## src/rtl/up_dn_cntr_param.sv

```systemverilog
// Parametrised up/down counter: load, wrap/saturate/one-shot modes, run FSM.
// Optional sticky wrap_flag output when UP_DN_CNTR_WRAP_FLAG_EN is defined.
module up_dn_cntr_param #(
  parameter int WIDTH   = 8,
  parameter int MAX_VAL = 255,
  parameter int MIN_VAL = 0
) (
  input  logic             clk,
  input  logic             reset,
  input  logic             load_en,
  input  logic [WIDTH-1:0] load_data,
  input  logic             up_dnb,
  input  logic             start_stop_b,
  input  logic [1:0]       mode,
  output logic [WIDTH-1:0] cnt,
  output logic             tc,
  output logic             running,
  output logic             done
`ifdef UP_DN_CNTR_WRAP_FLAG_EN
  ,
  output logic             wrap_flag
`endif
);

  localparam logic [WIDTH-1:0] MAX_C = WIDTH'(MAX_VAL);
  localparam logic [WIDTH-1:0] MIN_C = WIDTH'(MIN_VAL);
  localparam logic [WIDTH-1:0] ONE_C = WIDTH'(1);

  typedef enum logic [1:0] {
    IDLE,
    RUN,
    DONE
  } state_e;

  state_e           state_q, state_d;
  logic [WIDTH-1:0] cnt_q, cnt_d;
  logic [WIDTH-1:0] ld_val, term_val;
  logic             running_q, running_d;
  logic             done_q, done_d;
  logic             wrap_mode, os_mode;
  logic             count_en, at_term;

  always_comb begin
    wrap_mode = (mode == 2'b00) || (mode == 2'b11);
    os_mode   = (mode == 2'b10);
    term_val  = up_dnb ? MAX_C : MIN_C;
    at_term   = (cnt_q == term_val);
    count_en  = (state_q == RUN) && start_stop_b && !load_en;
  end

  // Clamp loads so cnt never leaves [MIN_VAL, MAX_VAL].
  always_comb begin
    ld_val = load_data;
    unique case (1'b1)
      (load_data <= MIN_C): ld_val = MIN_C;
      (load_data >= MAX_C): ld_val = MAX_C;
      default:              ld_val = load_data;
    endcase
  end

  always_comb begin
    cnt_d = cnt_q;
    if (load_en) begin
      cnt_d = ld_val;
    end else if (count_en) begin
      if (!at_term) begin
        cnt_d = up_dnb ? cnt_q + ONE_C : cnt_q - ONE_C;
      end else if (wrap_mode) begin
        cnt_d = up_dnb ? MIN_C : MAX_C;
      end
    end
  end

  always_comb begin
    state_d = state_q;
    unique case (state_q)
      IDLE: begin
        if (start_stop_b) state_d = RUN;
      end
      RUN: begin
        if (!start_stop_b) begin
          state_d = IDLE;
        end else if (count_en && os_mode &&
                     cnt_d == term_val) begin
          state_d = DONE;
        end
      end
      DONE: begin
        if (!start_stop_b || load_en) state_d = IDLE;
      end
      default: state_d = IDLE;
    endcase
    running_d = (state_d == RUN);
    done_d    = (state_d == DONE);
  end

  always_ff @(posedge clk) begin
    if (!reset) begin
      state_q   <= IDLE;
      cnt_q     <= MIN_C;
      running_q <= 1'b0;
      done_q    <= 1'b0;
    end else begin
      state_q   <= state_d;
      cnt_q     <= cnt_d;
      running_q <= running_d;
      done_q    <= done_d;
    end
  end

  assign cnt     = cnt_q;
  assign tc      = at_term;
  assign running = running_q;
  assign done    = done_q;

`ifdef UP_DN_CNTR_WRAP_FLAG_EN
  logic wrap_flag_q, wrap_flag_d;
  logic wrap_evt;

  assign wrap_evt = count_en && at_term && wrap_mode;

  // Load clears even when a wrap would set on the same edge.
  always_comb begin
    wrap_flag_d = wrap_flag_q;
    if (load_en)       wrap_flag_d = 1'b0;
    else if (wrap_evt) wrap_flag_d = 1'b1;
  end

  always_ff @(posedge clk) begin
    if (!reset) wrap_flag_q <= 1'b0;
    else        wrap_flag_q <= wrap_flag_d;
  end

  assign wrap_flag = wrap_flag_q;
`endif

endmodule

```

## config.mk

```make
export PLATFORM = sky130hd
export DESIGN_NAME = up_dn_cntr_param
export DESIGN_NICKNAME = d
export VERILOG_FILES = /design/src/rtl/up_dn_cntr_param.sv
export SDC_FILE = /design/constraint.sdc
export NUM_CORES = 1
export LEC_CHECK = 0
export ABC_CLOCK_PERIOD_IN_PS = 3400
export BUFFER_PORTS_ARGS = -buffer_cell sky130_fd_sc_hd__buf_2
export CAP_MARGIN = 20
export CORE_ASPECT_RATIO = 1.1
export CORE_UTILIZATION = 45
export CTS_CLUSTER_DIAMETER = 40
export DETAILED_ROUTE_END_ITERATION = 8
export PLACE_DENSITY = 0.8
export SLEW_MARGIN = 10
export SYNTH_ARGS = -nofsm -noshare
export SYNTH_HDL_FRONTEND = slang
export SYNTH_SLANG_ARGS = --single-unit
```

## constraint.sdc

```tcl
create_clock -name clk -period 3.4 [get_ports clk]
set_clock_uncertainty 0.1 [all_clocks]
set_input_delay 0.68 -clock clk [delete_from_list [all_inputs] [get_ports clk]]
set_output_delay 0.68 -clock clk [all_outputs]
set_load 0.01 [all_outputs]
```

# --- Word-level counts from Yosys, hierarchy flattened ---
# Index checks and enable logic that the tools add are counted.
op_classes:
  muxes: 13
  eq_ne: 8
  n_lt_le_gt_ge: 2
  addsub: 2
  n_reduce_logical: 10
ops:
  columns: ["operator", "n"]
  rows:
  - ["8-bit 2-to-1 mux", 7]
  - ["8-bit equality test", 2]
  - ["8-bit case mux with 2 select lines", 1]
  - ["8-bit by 1-bit adder with 8-bit output (second input constant)", 1]
  - ["2-bit equality test (second input constant)", 4]
  - ["8-bit >= comparator (second input constant)", 1]
  - ["8-bit by 1-bit <= comparator with 1-bit output (second input constant)", 1]
  - ["2-bit 2-to-1 mux", 4]
  - ["8-bit by 1-bit subtractor with 8-bit output (second input constant)", 1]
  - ["2-bit case mux with 3 select lines", 1]
  - ["2-bit by 1-bit equality test with 1-bit output (second input constant)", 2]
  - ["1-bit logical AND", 4]
  - ["2-bit logical NOT", 2]
  - ["1-bit logical NOT", 2]
  - ["1-bit logical OR", 2]
totals:
  out_inout_bits: 11
  input_bits: 15
  regBits: 12
  wordCells: 39

# --- Logic depth before layout (Yosys ltp) ---
# Gate-level depths: netlist (run 1).
logic_depth:
  ltp_word: 12
  mapped_depth: 12
  mapped_depth_nobuf: 10

# --- Worst setup path before layout (run 1) ---
# OpenSTA, ideal clock, no wires.
synth_path:
  path_type: "input to register"
  from: "in up_dnb"
  to: "reg running_q, in the netlist running"
  arrival_time_ns: 2.990
  setup_ns: 0.116
  path_buffers: 2
  path_slack_ns: 0.195
  t_required_ns: 3.184
  cell_stages: 12
  cell_sequence: "buf_6 > inv_1 > ha_1 > buf_4 > and3_2 > o211ai_4 > inv_4 > mux2i_1 > a221o_1 > a2111oi_0 > nand4_1 > and3_1"
synth_via:
  elab_chain_cells: 11
  elab_cells_between_ends: 14
  classes_between: "eq/ne: 3; mux: 10; reduce/logical: 1"
synth_lines:
  columns: ["element", "line_no", "rtl"]
  rows:
  - ["from (decl)", "12", "input logic up_dnb,"]
  - ["8-bit 2-to-1 mux", "46", "term_val = up_dnb ? MAX_C : MIN_C;"]
  - ["8-bit equality test", "47", "at_term = (cnt_q == term_val);"]
  - ["named net tc", "16", "output logic tc,"]
  - ["8-bit 2-to-1 mux", "66", "if (!at_term) begin"]
  - ["8-bit 2-to-1 mux", "65", "end else if (count_en) begin"]
  - ["8-bit 2-to-1 mux", "63", "if (load_en) begin"]
  - ["8-bit equality test", "84", "cnt_d == term_val) begin"]
  - ["1-bit logical AND", "83", "end else if (count_en && os_mode &&"]
  - ["2-bit 2-to-1 mux", "83", null]
  - ["2-bit 2-to-1 mux", "81", "if (!start_stop_b) begin"]
  - ["2-bit case mux with 3 select lines", "76", "unique case (state_q)"]
  - ["2-bit by 1-bit equality test with 1-bit output", "93", "running_d = (state_d == RUN);"]
  - ["to (signal assigned)", "106", "running_q <= running_d;"]
  - ["to (decl)", "38", "logic running_q, running_d;"]
# The timed path passes the listed nets, and every way through them passes these cells.
# A chain may end at the register's enable or synchronous reset.

# --- Final worst setup path (run 1) ---
layout_path:
  from: "in up_dnb"
  to: "reg state_q[0]"
layout_via:
  elab_chain_cells: 10
  elab_cells_between_ends: 13
  classes_between: "eq/ne: 2; mux: 10; reduce/logical: 1"
layout_lines:
  columns: ["element", "line_no", "rtl"]
  rows:
  - ["8-bit 2-to-1 mux (on tied branches)", "46, 69", null]
  - ["8-bit equality test or 8-bit 2-to-1 mux (tied branches)", "47, 68", null]
  - ["8-bit 2-to-1 mux", "66", null]
  - ["8-bit 2-to-1 mux", "65", null]
  - ["8-bit 2-to-1 mux", "63", null]
  - ["8-bit equality test *", "84", null]
  - ["1-bit logical AND *", "83", null]
  - ["2-bit 2-to-1 mux *", "83", null]
  - ["2-bit 2-to-1 mux *", "81", null]
  - ["2-bit case mux with 3 select lines *", "76", null]
  - ["to (signal assigned)", "104", "state_q <= state_d;"]
  - ["to (decl)", "35", "state_e state_q, state_d;"]
# Mark *: on every way between the ends. The rest lies on a longest branch, timed or not.

==> results_dict.tcl, run 1 <==
set metrics [dict create \
    outcome "finished clean" \
    relSlewSlack_pct 72.00 \
    yosysTopAreaCell "dfxtp_1" \
    io_buffers 25 \
    swShare_pct 33.98 \
    yosys-top-cells-count "a21oi_1 (14), dfxtp_1 (12), nor2_1 (12), nand2_1 (10), o21ai_0 (10)" \
    antenna_found_initial 0 \
    rsz0062_at_grt "false" \
    critical_path_class "in2reg" \
    gp_congestion 0.9760 \
    ir_drop_uv 315.0 \
    syn-cell-area_um2 1179 \
    min_from "state_q[0]$_SDFF_PN0_" \
    drt-total-wl_um 3398 \
    ant_nets 0 \
    comb_power_share_pct 38.2 \
    multi_input_area_um2 860.8 \
    nFillCells 235 \
    cts_tree "yes" \
    grt_pass1_wl_um 5602 \
    cts.clk_slew.worst_paths_ns 0.07 \
    drc_errors 0 \
    avgSynthCellArea_um2 7.858 \
    die_h_um 55.68 \
    clockPowerShare_pct 25.1 \
    syn_to_final_growth_pct 18.58 \
    via_per_inst 6.156 \
    die_w_um 50.80 \
    end_kind "register" \
    initial_core_util_pct 47.22 \
    numCtsBuffers 3 \
    r2r_start "cnt[0]$_SDFF_PN0_" \
    tns_ns 0 \
    dr_total_vias 1305 \
    period_share_pct 89.96 \
    ys_ff_latch 12 \
    synth_area_leaders "dfxtp_1 (20%), ha_1 (7.4%), a21oi_1 (5.9%)" \
    drt_pass1_iterations 4 \
    drv_slew 0 \
    dieArea_um2 2828 \
    tightest_slew_ns 0.4175 \
    power_density_nw_per_um2 311.9 \
    critical_path.startpoint_type "primary input" \
    diodes 0 \
    syn-num-nets 173 \
    p_leak_nw 0.6191 \
    synth-edff-count 0 \
    post_drt_wl_per_cell_um 16.03 \
    ctsHoldBuffers 0 \
    netlist.area_leader.share_pct 20.38 \
    clkLatencyLatePin_ns 0.27 \
    min_path_type "reg2reg" \
    grt_overflow 0 \
    fin_util_pct 55.99 \
    hpwlAfterDp_um 2742 \
    cts.path.max_buffers 2 \
    postCtsSetupRepairBufs 0 \
    synth_ff_type "dfxtp_1" \
    root_buffer "clkbuf_4" \
    fmax_mhz 326.9 \
    period_minus_slack_ns 3.059 \
    setup_viol 0 \
    grt_pass1_vias 1264 \
    cp-startpoint "up_dnb" \
    crit_required_ns 3.46 \
    ioPinCount 26 \
    ys_types 57 \
    final_nets 205 \
    grt_usage_pct 26.18 \
    hold_violations 0 \
    cp_max_fo 8 \
    power_switching_mw 0.1481 \
    ys_warn_count 0 \
    drive_above_1_share_pct 27.07 \
    power_frac_seq_pct 36.6 \
    fp.coreArea_um2 2496 \
    cts-resized-gates 0 \
    maxCapViolations 0 \
    critical_path_arrival_ns 3.12 \
    h-tree-depth 1 \
    ys_seq_area_share_pct 20.38 \
    drtIter0Drc 53 \
    async_flop_share_pct 0 \
    cts.sinks 12 \
    seq_area_um2 240.2 \
    syn_inst 150 \
    intPower_mw 0.2878 \
    grt_start_max_net_pins 21 \
    synth_most_common_cell "a21oi_1" \
    num_rows 19 \
]
==> stage by stage <==
step	instances	instance area (um2)	setup WS (ns)	hold WS, ns	total power [mW]
global placement	208	1361	0.1942	0.4358	0.3196
CTS	212	1398	0.3571	0.4806	0.4359
global route	212	1398	0.1372	0.5456	0.4635
detailed placement	208	1361	0.09578	0.4709	0.3253
floorplan	150	1179	0.1946	0.4156	0.2728
finish	212	1398	0.3412	0.4736	0.4359
==> power by group through the flow <==
stage | Sequential (mW) | Combinational, mW | Clock, mW
floorplan | 0.162 | 0.111 | 0
finish | 0.160 | 0.167 | 0.110
CTS | 0.159 | 0.164 | 0.112
global route | 0.160 | 0.183 | 0.121
global placement | 0.162 | 0.158 | 0
detailed placement | 0.163 | 0.163 | 0
==> flip-flops by register name, indices dropped and copies added (netlist names) <==
| register | count |
|---|---|
| cnt | 8 |
| done | 1 |
| running | 1 |
| state_q | 2 |
==> placed cells by master, fill, tap and decap left out, types with 3 or more instances in the layout <==
cell	netlist	final
buf_2	0	25
a21oi_1	14	14
nor2_1	12	12
dfxtp_1	12	12
o21ai_0	10	10
nand2_1	10	10
inv_1	8	8
buf_4	1	8
ha_1	7	7
nor2b_1	4	4
nand3_1	4	4
and3_1	3	3
and2_1	3	3
clkbuf_4	0	3
==> critical path, stage by stage <==
cell and delay (ns):
buf_2 0.10, inv_1 0.22, ha_1 0.31, a211oi_1 0.39, o21bai_1 0.22, mux2i_1 0.22
a2bb2oi_1 0.26, nand3_1 0.11, a2111o_1 0.41, and3_1 0.19
==> final cells by class <==
cell class              count  area share, %
clock buffers               4          2.596
inverters                   9          2.596
multi-input cells         123          61.59
flip-flops and latches     12          17.19
well taps                  31          2.775
repair buffers             33          13.25
==> worst paths after layout <==
| path | depth (start not counted) | slack (ns) | end |
|---|---|---|---|
| max | 10 | 0.34 | state_q[0]$_SDFF_PN0_ |
| min | 3 | 0.47 | done$_SDFF_PN0_ |
| max reg2reg | 9 | 0.61 | state_q[0]$_SDFF_PN0_ |
| min reg2reg | 3 | 0.47 | done$_SDFF_PN0_ |
==> cell families (layout without fill, tap and decap cells) <==
kind of cell    count (synthesis)  in the layout  synth area share (%)
fa+ha+maj                       8              8                 9.129
compound gates                 53             53                 32.91
mux                             2              2                 1.699
xor+xnor                        3              3                 2.230
buf+inv                        15             46                 6.582
flops                          12             12                 20.38
simple gates                   57             57                 27.07
==> layer usage <==
layer | part of all wire, % | GRT usage (%) | routed length, um
met2 | 49 | 44.38 | 1673
met1 | 43 | 32.21 | 1448
met4 | 2.9 | 12.70 | 97
met5 | 0 | 0 | 0
met3 | 5.3 | 3.005 | 179
(Power assumes the default switching activity.)
==> inputs of run 2 (changes only) <==
ABC_AREA = 1   (was unset)
PLACE_DENSITY = 0.79   (was 0.8)
==> run 2 against run 1 <==
Non-clock buffer count shrank 8. Worst hold slack lost 0.0097 ns. Clock power is essentially flat. Synthesized area grew 8.3%. Register-to-register slack gained 0.29 ns. Setup slack gained 0.25 ns. Combinational power grew 7%. Critical path type is now in2out.
==> results_dict.tcl, run 2 <==
set metrics [dict create \
    relSlewSlack_pct 77.59 \
    largest_reg_flops 8 \
    fp.coreArea_um2 2591 \
    antenna_found_initial 0 \
    cts_tree "yes" \
    topRoutingLayerUsed "met4" \
    root_buffer "clkbuf_4" \
    synth_most_common_cell "nand2_1" \
    min_path_type "reg2reg" \
    ioPinCount 26 \
    drt-total-wl_um 2956 \
    maxCapViolations 0 \
    clkLatencyLatePin_ns 0.27 \
    critical_path.startpoint_type "primary input" \
    r2r_slack_ns 0.90 \
    comb_power_share_pct 39.7 \
    tightest_slew_ns 0.3358 \
    cts.path.max_buffers 2 \
    power_density_nw_per_um2 310.6 \
    ys_warn_count 0 \
    netlist.area_leader.share_pct 24.41 \
    mostFrequentLayoutCells "nand2_1 (83), nor2_1 (31), buf_2 (25)" \
    fin_ws_ns 0.5899 \
    avgSynthCellArea_um2 5.672 \
    drive_above_1_share_pct 21.12 \
    setup_viol 0 \
    ir_drop_uv 356.4 \
    wl_met3_um 58 \
    grt_start_max_net_pins 13 \
    ys_types 26 \
    drv_slew 0 \
    synth_ff_type "dfxtp_1" \
    numCtsBuffers 3 \
    initial_core_util_pct 49.25 \
    worst_hold_slack_ns 0.4639 \
    ant_nets 0 \
    r2r_start "cnt[0]$_SDFF_PN0_" \
    cp_max_fo 11 \
    dieArea_um2 3053 \
    period_share_pct 82.65 \
    ctsHoldBuffers 0 \
    grt_overflow 0 \
    hpwlAfterDp_um 2503 \
    grt_usage_pct 20.82 \
    grt_pass1_wl_um 4857 \
    yosys-top-cells-count "nand2_1 (83), nor2_1 (31), inv_1 (21), nand3_1 (16), a21oi_1 (15)" \
    drt_pass1_iterations 4 \
    cts-resized-gates 0 \
    diodes 0 \
    die_w_um 52.78 \
    drtIter0Drc 23 \
    synth-edff-count 0 \
    synth_area_leaders "nand2_1 (24%), dfxtp_1 (19%), nor2_1 (9.1%)" \
    swShare_pct 37.96 \
    min_to "done$_SDFF_PN0_" \
    critical_path_class "in2out" \
    power_switching_mw 0.1714 \
    num_rows 19 \
    rsz0062_at_grt "false" \
    fmax_mhz 355.9 \
    yosysTopAreaCell "nand2_1" \
    syn-num-nets 248 \
    holdPathStages 2 \
    p_total_mw 0.4515 \
    io_buffers 25 \
    grt_pass1_vias 1194 \
    ys_seq_area_share_pct 18.82 \
    end_kind "primary output" \
    cts.sinks 12 \
    final_common_cell "nand2_1" \
    min_from "state_q[1]$_SDFF_PN0_" \
    async_flop_share_pct 0 \
    placed_cells 278 \
    rr_worst_depth 18 \
    via_per_inst 5.014 \
    syn_to_final_growth_pct 13.92 \
    dr_total_vias 1414 \
    power_frac_seq_pct 35.5 \
    h-tree-depth 1 \
    crit_required_ns 2.62 \
    ys_ff_latch 12 \
    drc_errors 0 \
    post_drt_wl_per_cell_um 10.48 \
    dpl_worst_slack_ns 0.4192 \
    final_nets 275 \
    postCtsSetupRepairBufs 0 \
    critical_path_arrival_ns 2.03 \
    hold_violations 0 \
    cts.clk_slew.worst_paths_ns 0.07 \
    m1WireLength_um 1396 \
    met2_length_um 1475 \
    clockPowerShare_pct 24.8 \
    tns_ns 0 \
    finalNonFillerCells 282 \
    outcome "finished clean" \
    p_leak_nw 0.8205 \
    syn_inst 225 \
    rr_endpoint "running$_SDFF_PN0_" \
    die_h_um 57.86 \
    syn-cell-area_um2 1276 \
    gp_congestion 0.8834 \
    period_minus_slack_ns 2.810 \
    intPower_mw 0.2801 \
]
run 2: layer usage:
metal / GRT usage, % / up-vias
met5: 0 / -
met4: 6.391 / 0
met3: 1.575 / 4
met2: 36.53 / 19
met1: 26.60 / 624
li1: - / 767
run 2: how the worst max path moves through the flow:
stage / start / to
floorplan: up_dnb / running$_SDFF_PN0_
global placement: up_dnb / running$_SDFF_PN0_
detailed placement: up_dnb / running$_SDFF_PN0_
CTS: up_dnb / tc
global route: up_dnb / tc
finish: up_dnb / tc
run 2: cell families after synthesis:
logic type | count (synthesis) | synth area share, %
AND/OR/NAND/NOR | 153 | 53.53
adder cells (fa/ha/maj) | 8 | 8.431
AO/OA/AOI/OAI | 22 | 9.313
buffers and inverters | 30 | 9.903
flip-flops | 12 | 18.82
run 2: area by class of cell:
cell class	count	area, um2
multi-input cells	183	909.6
well taps	31	38.79
repair buffers	25	125.1
fillers	278	1137
flip-flops and latches	12	240.2
inverters	27	103.9
clock buffers	4	36.28
run 2: per-stage QoR:
| step | cell area (um2) | util (%) |
|---|---|---|
| global route | 1454 | 56.11 |
| floorplan | 1276 | - |
| detailed placement | 1418 | 54.71 |
| finish | 1454 | 56.11 |
| global placement | 1418 | 54.71 |
| CTS | 1454 | 56.11 |
run 2: critical path, cell delays in order:
cell	delay, ns
buf_2	0.23
inv_4	0.11
ha_1	0.40
nand2_1	0.12
nor2_1	0.13
nand2_2	0.08
nor2_4	0.11
buf_2	0.16
run 2: power groups by stage:
| stage | registers (mW) | clock network, mW | logic (mW) |
|---|---|---|---|
| after CTS | 0.160 | 0.116 | 0.179 |
| after global placement | 0.164 | 0 | 0.177 |
| after global routing | 0.162 | 0.121 | 0.203 |
| final | 0.160 | 0.112 | 0.179 |
| after floorplan | 0.164 | 0 | 0.133 |
| after detailed placement | 0.163 | 0 | 0.178 |
